==> src/rtl/unidad_pc_pkg.sv <==
// unidad_pc_pkg: shared types and constants for the program-counter sequencer.
// Optional stack-depth guard is enabled with the macro UNIDAD_PC_GUARDA_EN.
package unidad_pc_pkg;

   localparam int ADDR_W_DEF    = 10;  // PC / stack data width
   localparam int PILA_PROF_DEF = 15;  // usable return-stack entries

   // Bit positions inside the sticky error vector
   localparam int ERR_OVF = 1;
   localparam int ERR_UNF = 0;

   typedef enum logic [1:0] {
      ARRANQUE = 2'd0,
      RUN      = 2'd1,
      PARADO   = 2'd2
   } estado_t;

endpackage

==> src/rtl/unidad_pc_pc_siguiente.sv <==
// pc_siguiente: combinational next-PC priority mux.
// Priority: return > call > jump > conditional jump (z) > increment.
// Produces the raw push/pop requests; the top qualifies them with the FSM.
module pc_siguiente #(
   parameter int ADDR_W = 10
) (
   input  logic [ADDR_W-1:0] i_pc,
   input  logic              i_s_salto,
   input  logic              i_s_saltoc,
   input  logic              i_z,
   input  logic              i_s_call,
   input  logic              i_s_ret,
   input  logic [ADDR_W-1:0] i_dir_salto,
   input  logic [ADDR_W-1:0] i_pila_dout,
   output logic [ADDR_W-1:0] o_pc_sig,
   output logic              o_push,
   output logic              o_pop
);

   // Fixed-priority selection; lower-priority requests are simply dropped
   always_comb begin
      o_pc_sig = i_pc + ADDR_W'(1);   // wraps modulo 2^ADDR_W
      o_push   = 1'b0;
      o_pop    = 1'b0;
      if (i_s_ret) begin
         o_pc_sig = i_pila_dout;
         o_pop    = 1'b1;
      end else if (i_s_call) begin
         o_pc_sig = i_dir_salto;
         o_push   = 1'b1;
      end else if (i_s_salto) begin
         o_pc_sig = i_dir_salto;
      end else if (i_s_saltoc && i_z) begin
         o_pc_sig = i_dir_salto;
      end
   end

endmodule

==> src/rtl/unidad_pc.sv <==
// unidad_pc: program-counter sequencer driving the return-address stack.
// FSM ARRANQUE -> RUN -> PARADO (PARADO left only by reset).
// Macro UNIDAD_PC_GUARDA_EN adds a depth counter with overflow/underflow
// detection; without it error is 00 and push/pop are always forwarded.
// push/pop are Mealy strobes valid in the cycle the request is accepted, so
// the stack and pc update on the same edge. dbg_estado exposes the FSM state.
module unidad_pc
   import unidad_pc_pkg::*;
#(
   parameter int ADDR_W    = ADDR_W_DEF,
   parameter int PILA_PROF = PILA_PROF_DEF
) (
   input  logic              clk,
   input  logic              reset,
   input  logic              stall,
   input  logic              s_salto,
   input  logic              s_saltoc,
   input  logic              z,
   input  logic              s_call,
   input  logic              s_ret,
   input  logic              halt_req,
   input  logic [ADDR_W-1:0] dir_salto,
   input  logic [ADDR_W-1:0] pila_dout,
   output logic [ADDR_W-1:0] pc,
   output logic              pila_push,
   output logic              pila_pop,
   output logic [ADDR_W-1:0] pila_din,
   output logic              parado,
   output logic [1:0]        error,
   output logic [1:0]        dbg_estado
);

   estado_t           r_estado;
   estado_t           w_estado_sig;
   logic [ADDR_W-1:0] r_pc;
   logic [ADDR_W-1:0] w_pc_sig;
   logic              w_push_req;
   logic              w_pop_req;
   logic              w_activo;
   logic              w_fallo;

   pc_siguiente #(.ADDR_W(ADDR_W)) u_pc_siguiente (
      .i_pc        (r_pc),
      .i_s_salto   (s_salto),
      .i_s_saltoc  (s_saltoc),
      .i_z         (z),
      .i_s_call    (s_call),
      .i_s_ret     (s_ret),
      .i_dir_salto (dir_salto),
      .i_pila_dout (pila_dout),
      .o_pc_sig    (w_pc_sig),
      .o_push      (w_push_req),
      .o_pop       (w_pop_req)
   );

   // A cycle performs a control action only in RUN, not stalled, not halting
   // and not under reset.
   assign w_activo = (r_estado == RUN) && !stall && !halt_req && !reset;

`ifdef UNIDAD_PC_GUARDA_EN
   localparam int PROF_W = $clog2(PILA_PROF + 1);

   logic [PROF_W-1:0] r_prof;
   logic [1:0]        r_error;
   logic              w_ovf;
   logic              w_unf;

   assign w_ovf   = w_activo && w_push_req && (r_prof == PROF_W'(PILA_PROF));
   assign w_unf   = w_activo && w_pop_req  && (r_prof == '0);
   assign w_fallo = w_ovf || w_unf;

   // Stack depth follows the accepted push/pop strobes
   always_ff @(posedge clk) begin
      if (reset) begin
         r_prof <= '0;
      end else if (pila_push) begin
         r_prof <= r_prof + PROF_W'(1);
      end else if (pila_pop) begin
         r_prof <= r_prof - PROF_W'(1);
      end
   end

   // Sticky error flags, cleared only by reset
   always_ff @(posedge clk) begin
      if (reset) begin
         r_error <= 2'b00;
      end else begin
         if (w_ovf) r_error[ERR_OVF] <= 1'b1;
         if (w_unf) r_error[ERR_UNF] <= 1'b1;
      end
   end

   assign error = r_error;
`else
   assign w_fallo = 1'b0;
   assign error   = 2'b00;
`endif

   // FSM state register
   always_ff @(posedge clk) begin
      if (reset) begin
         r_estado <= ARRANQUE;
      end else begin
         r_estado <= w_estado_sig;
      end
   end

   // FSM next-state logic
   always_comb begin
      w_estado_sig = r_estado;
      case (r_estado)
         ARRANQUE: w_estado_sig = RUN;
         RUN: begin
            if (!stall && (halt_req || w_fallo)) begin
               w_estado_sig = PARADO;
            end
         end
         PARADO:   w_estado_sig = PARADO;
         default:  w_estado_sig = ARRANQUE;
      endcase
   end

   // FSM outputs: qualified stack strobes and status
   always_comb begin
      pila_push  = w_activo && w_push_req && !w_fallo;
      pila_pop   = w_activo && w_pop_req  && !w_fallo;
      parado     = (r_estado == PARADO);
      dbg_estado = r_estado;
   end

   // Program counter: advances only on an accepted, fault-free cycle
   always_ff @(posedge clk) begin
      if (reset) begin
         r_pc <= '0;
      end else if (w_activo && !w_fallo) begin
         r_pc <= w_pc_sig;
      end
   end

   assign pc       = r_pc;
   assign pila_din = r_pc;

endmodule

==> config.mk <==
export PLATFORM = sky130hd
export DESIGN_NAME = unidad_pc
export DESIGN_NICKNAME = d
export VERILOG_FILES = /design/src/rtl/unidad_pc_pkg.sv /design/src/rtl/unidad_pc_pc_siguiente.sv /design/src/rtl/unidad_pc.sv
export SDC_FILE = /design/constraint.sdc
export NUM_CORES = 1
export LEC_CHECK = 0
export ABC_AREA = 1
export CORE_ASPECT_RATIO = 0.5
export CORE_MARGIN = 3
export CORE_UTILIZATION = 44
export CTS_BUF_LIST = sky130_fd_sc_hd__clkbuf_8 sky130_fd_sc_hd__clkbuf_16
export DETAILED_ROUTE_END_ITERATION = 7
export PLACE_DENSITY = 0.93
export SYNTH_ARGS = -nofsm -noshare
export SYNTH_HDL_FRONTEND = slang
export SYNTH_HIERARCHICAL = 1
export SYNTH_SLANG_ARGS = --single-unit
==> constraint.sdc <==
create_clock -name clk -period 4.3 [get_ports clk]
set_clock_uncertainty 0.2 [all_clocks]
set_input_delay 0.43 -clock clk [delete_from_list [all_inputs] [get_ports clk]]
set_output_delay 0.43 -clock clk [all_outputs]
set_load 0.01 [all_outputs]
==> impl_metrics.py <==
metrics = {
    "critical_path": {
        "critPathRequiredTime_ns": 3.67,
        "r2r-start": "pc[0]",
        "critPathMaxFanout": 12,
        "r2r_slack_ns": 2.44,
        "path_class": "input port to output pin",
        "r2r_cells": 8,
        "worst_setup_path_end_kind": "output pin",
        "cp-start-kind": "input port",
        "cp.arrival_ns": 2.79,
        "startpoint": "reset",
    },
    "route": {
        "viasPerCell": 4.80,
        "wl_per_cell_um": 12.3,
        "route.met3.wl_um": 247,
        "vias": 1320,
        "dr.max_layer_used": "met4",
        "met2WireLength_um": 1660,
        "ant_nets": 0,
        "routed_wl_um": 3390,
        "drcViolationCount": 0,
        "drt_iter0_drc": 111,
        "dr.pass1.iters": 5,
        "wl_met1_um": 1430,
    },
    "finish": {
        "area.growth.synth_to_final_pct": 39.7,
        "antenna_cells": 0,
        "final_cell_mix": "nand2_1 (55), clkdlybuf4s50_1 (53), inv_1 (27), nor2_1 (27), nand3_1 (21)",
        "fin_nets": 274,
        "layout_commonest_cell": "nand2_1",
        "drive_above_1_share_pct": 9.17,
        "fin_cells": 275,
    },
    "timing": {
        "rsz0062_at_grt": "no",
        "layout_setup_ws_ns": 0.881,
        "tightestPinTransition_ns": 0.776,
        "max_freq_mhz": 292,
        "min_period_ns": 3.42,
        "slew_violations": 0,
        "hold_viol_final": 0,
        "finalSetupViolCount": 0,
        "max-slew-margin-rel_pct": 48.1,
        "setup-tns-final_ns": 0,
        "period_share_pct": 79.5,
    },
    "placement": {
        "hpwl_um": 2680,
        "post-place-ws_ns": 0.933,
        "portBuffers": 53,
        "placedCellCount": 271,
        "gp_congestion": 0.844,
    },
    "logic_synthesis": {
        "ys_warn_count": 6,
        "yosys.area.top_type_share_pct": 20.1,
        "synth_xor_area_share_pct": 1.47,
        "synth_area_um2": 1190,
        "ys_types": 26,
        "yosys.area.top_type": "dfxtp_1",
        "synth_cells": 202,
        "synth_top_family_by_area": "simple AND/OR/NAND/NOR gates",
        "synth-compound-area-share_pct": 6.70,
        "synthSimpleGateAreaFrac_pct": 44.0,
        "avgSynthCellArea_um2": 5.92,
        "synthAdderAreaFrac_pct": 4.19,
        "seq_area_frac_synth_pct": 20.1,
        "synthMuxAreaShare_pct": 0,
        "synth_seq_cells": 12,
        "synth_area_leaders": "dfxtp_1 (20%), nand2_1 (17%), buf_4 (9.4%)",
    },
    "worst_hold_path": {
        "min_from": "pc[9]",
        "hold_class": "flip-flop to flip-flop",
        "min_path_cells": 4,
    },
    "clock_tree": {
        "cts_hold_buf": 0,
        "cts_sinks": 12,
        "clock_path_buffers": 2,
        "ctsResizeCount": 0,
        "clkSlewWorstSetupHoldPaths_ns": 0.05,
        "tritoncts": "done",
        "clkLatencyLatePin_ns": 0.24,
        "numCtsBuffers": 3,
        "cts-root-buf": "clkbuf_8",
        "h-tree-depth": 1,
        "cts_setup_buffers": 0,
    },
    "global_routing": {
        "grt_overflow": 0,
        "grt_max_degree": 19,
        "antenna_found_initial": 0,
        "grt_use_total_pct": 20.5,
        "grt_pass1_wl_um": 5430,
        "grt_pass1_vias": 1164,
    },
    "die": {
        "placement_rows": 12,
        "fp.dieArea_um2": 3410,
        "die_w_um": 79.7,
        "io_pins": 56,
        "die_h_um": 42.9,
        "initial_utilization_pct": 50.1,
        "core-area_um2": 2390,
    },
    "status": {
        "outcome": "finished clean",
    },
    "power_and_ir_drop": {
        "p_leak_uw": 0.000719,
        "vdd_ir_drop_max_mv": 0.284,
        "pwr_density_cell_nw_per_um2": 286,
        "p_total_uw": 477,
    },
    "job": {
        "drv_cap": 0,
    },
}
final timing paths:
| kind | to |
|---|---|
| setup / recovery | pila_push |
| hold / removal | pc[9] |
| setup reg to reg | pc[4] |
| hold reg to reg | pc[9] |
through the flow:
stage	utilization, %	hold slack (ns)	cell area, µm²
5_1_grt	69.9	0.431	1670
2_1_floorplan	-	0.370	1200
4_1_cts	69.9	0.387	1670
6_report	69.9	0.388	1670
3_5_place_dp	67.6	0.375	1610
3_3_place_gp	67.6	0.364	1610
flip-flops by register name, indices dropped and copies added, names as in the netlist:
| signal | cells |
|---|---|
| pc | 10 |
| dbg_estado | 2 |
cell families after synthesis:
group | Yosys count
xor+xnor | 2
other cells | 1
simple gates | 117
compound gates | 15
buf+inv | 51
flops | 12
fa+ha+maj | 4
metal layers:
layer	global-route usage (%)	vias to the layer above
met1	27.1	592
li1	-	675
met4	5.14	0
met3	5.72	6
met2	32.7	47
met5	0	-
worst max-delay path: stages:
cell and delay, ns:
clkdlybuf4s50_1 0.64, nor2_1 0.70, nand2_2 0.33, nor2_2 0.15
clkdlybuf4s50_1 0.54
cells in the mapped netlist, drive strengths merged:
cell and count:
xnor2 1, buf 20, nand3 23, nor2 35, inv 31, a21oi 8
o21ai 6, conb 1, nand4 1, ha 4, dfxtp 12, xor2 1
a31oi 1, nand2 58
layout make-up:
class	instances	area (µm²)
fill	208	718
timing repair buffer	53	531
clock buffer	4	55.1
inverter	31	119
multi-input combinational	140	681
tap	35	43.8
sequential	12	240
report_power, final:
group          internal [µW]  switching (µW)  total, µW  leakage, µW
registers                128            19.6        147    0.0000975
clock network           80.9            41.4        122    0.0000288
logic                    104             103        207     0.000593
Power figures use the tool's default switching activity.
